## src/rtl/instruction_fetch_pkg.sv

```systemverilog
// instruction_fetch_pkg: shared fetch constants and the fetch FSM state type.
package instruction_fetch_pkg;
  localparam logic [31:0] INITIAL_PC = 32'h0000_0000;
  localparam logic [31:0] NOP_INSTRUCTION = 32'h0000_0013;
  typedef enum logic [1:0] {IDLE, ADDR, DATA, HOLD} fetch_state_t;
endpackage

```

## src/rtl/instruction_fetch.sv

```systemverilog
// instruction_fetch: fetches the word at pc over req/gnt/rvalid and hands it to decode via valid/ready.
// Ports: clock/reset (async, active-high); pc, redirect from datapath; pc_write_enable back to PC;
// imem_req/imem_addr/imem_gnt/imem_rvalid/imem_rdata memory bus; inst_valid/inst_ready/inst/inst_pc/inst_fault to decode.
module instruction_fetch
  import instruction_fetch_pkg::*;
#(
  parameter logic [31:0] NOP_INST = NOP_INSTRUCTION,
  parameter bit ALIGN_CHECK = 1'b1
) (
  input  logic        clock,
  input  logic        reset,
  input  logic [31:0] pc,
  input  logic        redirect,
  output logic        pc_write_enable,
  output logic        imem_req,
  output logic [31:0] imem_addr,
  input  logic        imem_gnt,
  input  logic        imem_rvalid,
  input  logic [31:0] imem_rdata,
  output logic        inst_valid,
  input  logic        inst_ready,
  output logic [31:0] inst,
  output logic [31:0] inst_pc,
  output logic        inst_fault
);
  fetch_state_t r_state, w_next_state;
  logic r_kill;
  logic w_misaligned;
  logic w_drop;
  assign w_misaligned = ALIGN_CHECK && (pc[1:0] != 2'b00);
  // a response is discarded if its fetch was redirected earlier or is being redirected now
  assign w_drop = r_kill | redirect;
  assign imem_req = r_state == ADDR;
  assign inst_valid = r_state == HOLD;
  assign pc_write_enable = inst_valid & inst_ready & ~redirect;
  always_comb begin
    w_next_state = r_state;
    w_next_state = r_state == IDLE ? (w_misaligned ? HOLD : ADDR)
                 : r_state == ADDR ? (imem_gnt ? DATA : ADDR)
                 : r_state == DATA ? (imem_rvalid ? (w_drop ? IDLE : HOLD) : DATA)
                 : ((redirect | inst_ready) ? IDLE : HOLD);
  end
  always_ff @(posedge clock or posedge reset) begin
    if (reset) begin
      r_state    <= IDLE;
      r_kill     <= 1'b0;
      imem_addr  <= INITIAL_PC;
      inst       <= NOP_INST;
      inst_pc    <= INITIAL_PC;
      inst_fault <= 1'b0;
    end else begin
      r_state <= w_next_state;
      case (r_state)
        IDLE: begin
          if (w_misaligned) begin
            inst_fault <= 1'b1;
            inst       <= NOP_INST;
            inst_pc    <= pc;
          end else begin
            imem_addr <= pc;
          end
        end
        ADDR: if (redirect) r_kill <= 1'b1;
        DATA: begin
          if (imem_rvalid) begin
            r_kill <= 1'b0;
            if (!w_drop) begin
              inst       <= imem_rdata;
              inst_pc    <= imem_addr;
              inst_fault <= 1'b0;
            end
          end else if (redirect) begin
            r_kill <= 1'b1;
          end
        end
        default: ;
      endcase
    end
  end
  a_rvalid_in_data: assert property (@(posedge clock) disable iff (reset) imem_rvalid |-> r_state == DATA);
  a_req_stable: assert property (@(posedge clock) disable iff (reset)
    imem_req && !imem_gnt |=> imem_req && $stable(imem_addr));
endmodule

```

## config.mk

```make
export PLATFORM = sky130hd
export DESIGN_NAME = instruction_fetch
export DESIGN_NICKNAME = d
export VERILOG_FILES = /design/src/rtl/instruction_fetch_pkg.sv /design/src/rtl/instruction_fetch.sv
export SDC_FILE = /design/constraint.sdc
export NUM_CORES = 1
export LEC_CHECK = 0
export CAP_MARGIN = 20
export CELL_PAD_IN_SITES_DETAIL_PLACEMENT = 1
export CELL_PAD_IN_SITES_GLOBAL_PLACEMENT = 1
export CORE_MARGIN = 4
export CORE_UTILIZATION = 42
export CTS_CLUSTER_DIAMETER = 80
export DETAILED_ROUTE_END_ITERATION = 7
export DONT_BUFFER_PORTS = 1
export PLACE_DENSITY_LB_ADDON = 0.15
export SYNTH_ARGS = -nofsm -noshare
export SYNTH_HDL_FRONTEND = slang
export SYNTH_SLANG_ARGS = --single-unit
```

## constraint.sdc

```tcl
create_clock -name clock -period 4.21 [get_ports clock]
set_input_delay 0.6315 -clock clock [delete_from_list [all_inputs] [get_ports clock]]
set_output_delay 0.6315 -clock clock [all_outputs]
set_load 0.02 [all_outputs]
```

Word-level counts from Yosys, hierarchy flattened
Cells that the tools add are included.
{ "totals": {"out_inout_bits": 100, "in_bits": 70, "reg_bits": 100} }
{ "classes": {"muxes": 23, "eq_ne": 6, "reduce_logical": 6, "bitwise": 6} }
{ "op_table": {"columns": ["operator", "count"], "rows": [
  ["32-bit two-way mux", 6],
  ["32-bit case mux with 2 select lines", 2],
  ["2-bit two-way mux", 8],
  ["2-bit inequality test (second input constant)", 3],
  ["2-bit nonzero test", 3],
  ["1-bit two-way mux", 5],
  ["2-bit equality test (second input constant)", 2],
  ["1-bit case mux with 2 select lines", 2],
  ["4-bit AND reduction", 1],
  ["1-bit bitwise AND", 2],
  ["2-bit by 1-bit equality test with 1-bit output (second input constant)", 1],
  ["2-bit logical NOT", 1],
  ["1-bit NOT", 2],
  ["1-bit OR", 2],
  ["2-bit AND reduction", 1]
]} }

Longest topological paths before layout
{ "logic_depth": {"depth_word": 6, "ltp_mapped": 8, "ltp_nobuf": 5} }

Worst setup path before layout
No wires, ideal clock.
{ "synth_timing": {"kind": "reg2reg", "startpoint": "register r_state[0]", "endpoint": "register inst[10]", "setup_slack_ns": 2.230, "t_arrival_ns": 1.854, "path_stages_with_launch": 8, "period_less_slack_ns": 1.980, "cell_sequence": "dfrtp_1 -> inv_1 -> ha_1 -> or3b_4 -> and2_1 -> buf_6 -> buf_8 -> a221o_1"} }
{ "synth_via": {"elab_chain_cells": 3, "elab_cells_between_ends": 8} }
{ "synth_lines": {"columns": ["element", "line_no", "source"], "rows": [
  ["start, declared", "instruction_fetch.sv:26", "fetch_state_t r_state, w_next_state;"],
  ["start signal, assigned", "instruction_fetch.sv:52", "r_state <= w_next_state;"],
  ["2-bit equality test / 2-bit logical NOT (equally long branches)", "instruction_fetch.sv:53", "case (r_state)"],
  ["2-bit inequality test (no line) / 2-bit nonzero test (equally long branches)", null, null],
  ["4-bit AND reduction (no line)", null, null],
  ["end signal, assigned", "instruction_fetch.sv:68", "inst <= imem_rdata;"],
  ["end, declared", "instruction_fetch.sv:22", "output logic [31:0] inst,"]
]} }
Parallel ways exist; a longest one is shown, timed or not.
A chain may end at the register's enable or synchronous reset.

Worst setup path in the final report
{ "layout_timing": {"startpoint": "register r_state[0]", "endpoint": "register inst[1]"} }
Same word-level chain as after synthesis.

==> out/results.ini <==
[worst_setup_path]
crit_path_end_kind=flip-flop
worst-path-max-fanout=40
cp-start-kind=flip-flop
critical-path-top-delay-family=simple AND/OR/NAND/NOR gates
arrival_ns=2.88
critPathKind=reg -> reg
path_buf_inv=1
crit_chain=inv_1, ha_1, or3b_4, nand2_1, o221a_2
cp_slowest_cell=nand2_1
cpPeakStageDelay_ns=0.67
critical_path_required_ns=4.49

[clocking]
ctsResizeCount=0
cts_tree=done
cts_root_buffer=clkbuf_16
cts_htree_levels=3
hold_buffers=0
clk_latency_ns=0.34
clock_sinks=100
clk_pin_slew_ns=0.07
cts_setup_buffers=0
numCtsBuffers=9
clockBufferDepth=2

[synth]
synth_area_leaders=dfrtp_1, mux2_2, nand2_1
synth_seq_area_share_pct=51.89
yosys.area_share.simple_pct=16.74
yosysTopAreaCell=dfrtp_1
netlist_top_cells_count=nand2_1, dfrtp_1, mux2_2, clkbuf_1, inv_1
synth_edf_count=0
synthAdderAreaFrac_pct=1.295
avgSynthCellArea_um2=10.73
ys.flop_type=dfrtp_1
synth_warnings=0
synth_compound_area_share_pct=9.974
synth_xor_area_share_pct=0
netlist_instances=450
synth_area_mm2=0.004830
yosysMostFrequentCell=nand2_1
synthMuxAreaShare_pct=14.92
synth.top_cell.area_share_pct=50.26
synth_top_family_by_area=simple AND/OR/NAND/NOR gates
ys_types=40
async_flop_share_pct=100.0
ys_ff_latch=100
syn_nets=525

[power]
seqPwrFrac_pct=48.3
powerDensity_mw_per_mm2=911.1
p_switching_mw=2.099
p_sw_share_pct=44.46
ir_drop_v=0.0003759
clkPwrFrac_pct=16.4
power.leakage_nw=2.366
p_int_mw=2.622
p_comb_share_pct=35.3

[detailed_routing]
drtPass1Iterations=4
drc_errors=0
drtIter0Drc=208
routedWlPerCell_um=21.02
wirelength_um=12170
ant_nets=0
via_per_inst=5.679
vias=3288

[timing]
slew_violations=0
post-route-min-period_ns=2.600
hold_viol=0
rsz0062_at_grt=no
skew_ns=0.007598
fmax_mhz=384.6
setup_tns_ns=0
maxSlewHeadroom_pct=39.87
min_period_over_period_pct=61.76
worstMarginPinSlew_ns=0.9019
setup_viol=0

[die]
die_x_um=115.2
num_rows=38
initial_utilization_pct=43.78
design.core.area_mm2=0.01103
die_y_um=115.2
die_area_mm2=0.01328
pin_count=170

[global_route]
antenna_found_initial=0
grt_max_degree=75
grt_pass1_wl_um=19750
grt_usage_pct=18.81
grt_pass1_vias=3702
grt_overflow_total=0

[place]
place.gp.congestion=0.7115
place_inst=562
port_buffers=0
post_dp_cell_area_mm2=0.004880
dp_hpwl_um=8415

[layout]
multi_input_area_mm2=0.002095
area_growth_pct=7.306
final_area_mm2=0.005182
fin_cells=579
n_fill_cell=1204
regArea_mm2=0.002506
fin_nets=509
drive_gt1_share_pct=24.60
antenna_cells=0

[hold_path]
min_path_type=in -> async

[outcome]
status=finished, final reports clean

[run]
cap_violations=0

## worst reg2reg max path: stages, from the launching register on
cell and delay (ns):
dfrtp_1 0.40, inv_1 0.12, ha_1 0.36, or3b_4 0.65, nand2_1 0.68, o221a_2 0.33
## power groups by stage
stage / Sequential, mW / Clock (mW) / Combinational (mW)
4_1_cts: 2.30 / 0.805 / 1.67
3_5_place_dp: 2.31 / 0 / 1.67
5_1_grt: 2.35 / 0.847 / 1.87
2_1_floorplan: 2.15 / 0 / 1.45
3_3_place_gp: 2.29 / 0 / 1.59
6_report: 2.28 / 0.774 / 1.67
## sequential cells by signal (all words and copies together), names as in the netlist
name        cells
inst_fault      1
imem_addr      32
inst           32
r_state         2
r_kill          1
inst_pc        32
## cell usage in the layout, fill, tap and decap left out, types with 2 or more instances in the layout
cell type / netlist / final
nand2_1: 126 / 126
dfrtp_1: 97 / 97
mux2_2: 59 / 59
inv_1: 19 / 18
nor2_1: 17 / 17
and3_1: 15 / 15
a221o_1: 12 / 12
nand3b_1: 10 / 10
o221ai_2: 10 / 10
clkbuf_16: 0 / 9
mux2_1: 5 / 5
a21oi_1: 5 / 5
and2_1: 4 / 4
o221ai_1: 4 / 4
buf_4: 4 / 4
or3b_2: 3 / 3
o221a_2: 3 / 3
a221o_2: 3 / 3
nand3_1: 3 / 3
ha_1: 5 / 3
dfstp_2: 3 / 3
ha_2: 0 / 2
clkinvlp_4: 0 / 2
inv_6: 0 / 2
## routing by layer
| layer | up-vias | GRT usage (%) | share of wire, % | wire [µm] |
|---|---|---|---|---|
| met3 | 8 | 8.211 | 9.4 | 1141 |
| li1 | 1511 | - | - | - |
| met2 | 102 | 32.56 | 51 | 6169 |
| met1 | 1667 | 21.45 | 39 | 4762 |
| met4 | 0 | 4.460 | 0.77 | 94 |
| met5 | - | 0 | 0 | 0 |
## metrics by stage
step	utilization [%]	total power, mW	hold slack [ns]	setup slack, ns
4_1_cts	46.73	4.772	0.3757	1.393
3_3_place_gp	44.24	3.877	0.5594	1.541
5_1_grt	46.98	5.071	0.3804	1.425
6_report	46.98	4.722	0.3659	1.610
3_5_place_dp	44.24	3.979	0.5758	1.399
2_1_floorplan	-	3.606	0.5289	0.9647
## path summary, 6_finish.rpt
check	startpoint	to	slack, ns	cells after the start
min reg2reg	r_kill$_DFFE_PP0P_	r_kill$_DFFE_PP0P_	0.58	2
min	reset	inst_pc[10]$_DFFE_PP0P_	0.37	1
max	r_state[0]$_DFF_PP0_	inst[1]$_DFFE_PP1P_	1.61	5
max in group asynchronous	reset	inst[0]$_DFFE_PP1P_	2.89	2
max reg2reg	r_state[0]$_DFF_PP0_	inst[1]$_DFFE_PP1P_	1.61	5
min in group clock	pc[3]	imem_addr[3]$_DFFE_PP0P_	0.39	2
## logic make-up (layout without fill, tap and decap cells)
group / count (synthesis) / in the layout
fa+ha+maj: 5 / 5
flops: 100 / 100
buf+inv: 51 / 40
compound gates: 47 / 47
mux: 64 / 64
simple gates: 183 / 183
## layout make-up
| type | instances | area share, % |
|---|---|---|
| Sequential cell | 100 | 48.36 |
| Multi-Input combinational cell | 299 | 40.42 |
| Clock buffer | 10 | 4.418 |
| Tap cell | 140 | 3.380 |
| Inverter | 19 | 1.424 |
| Timing Repair Buffer | 5 | 1.111 |
| Clock inverter | 6 | 0.8933 |
No activity file was read; power rests on OpenSTA's default activity.
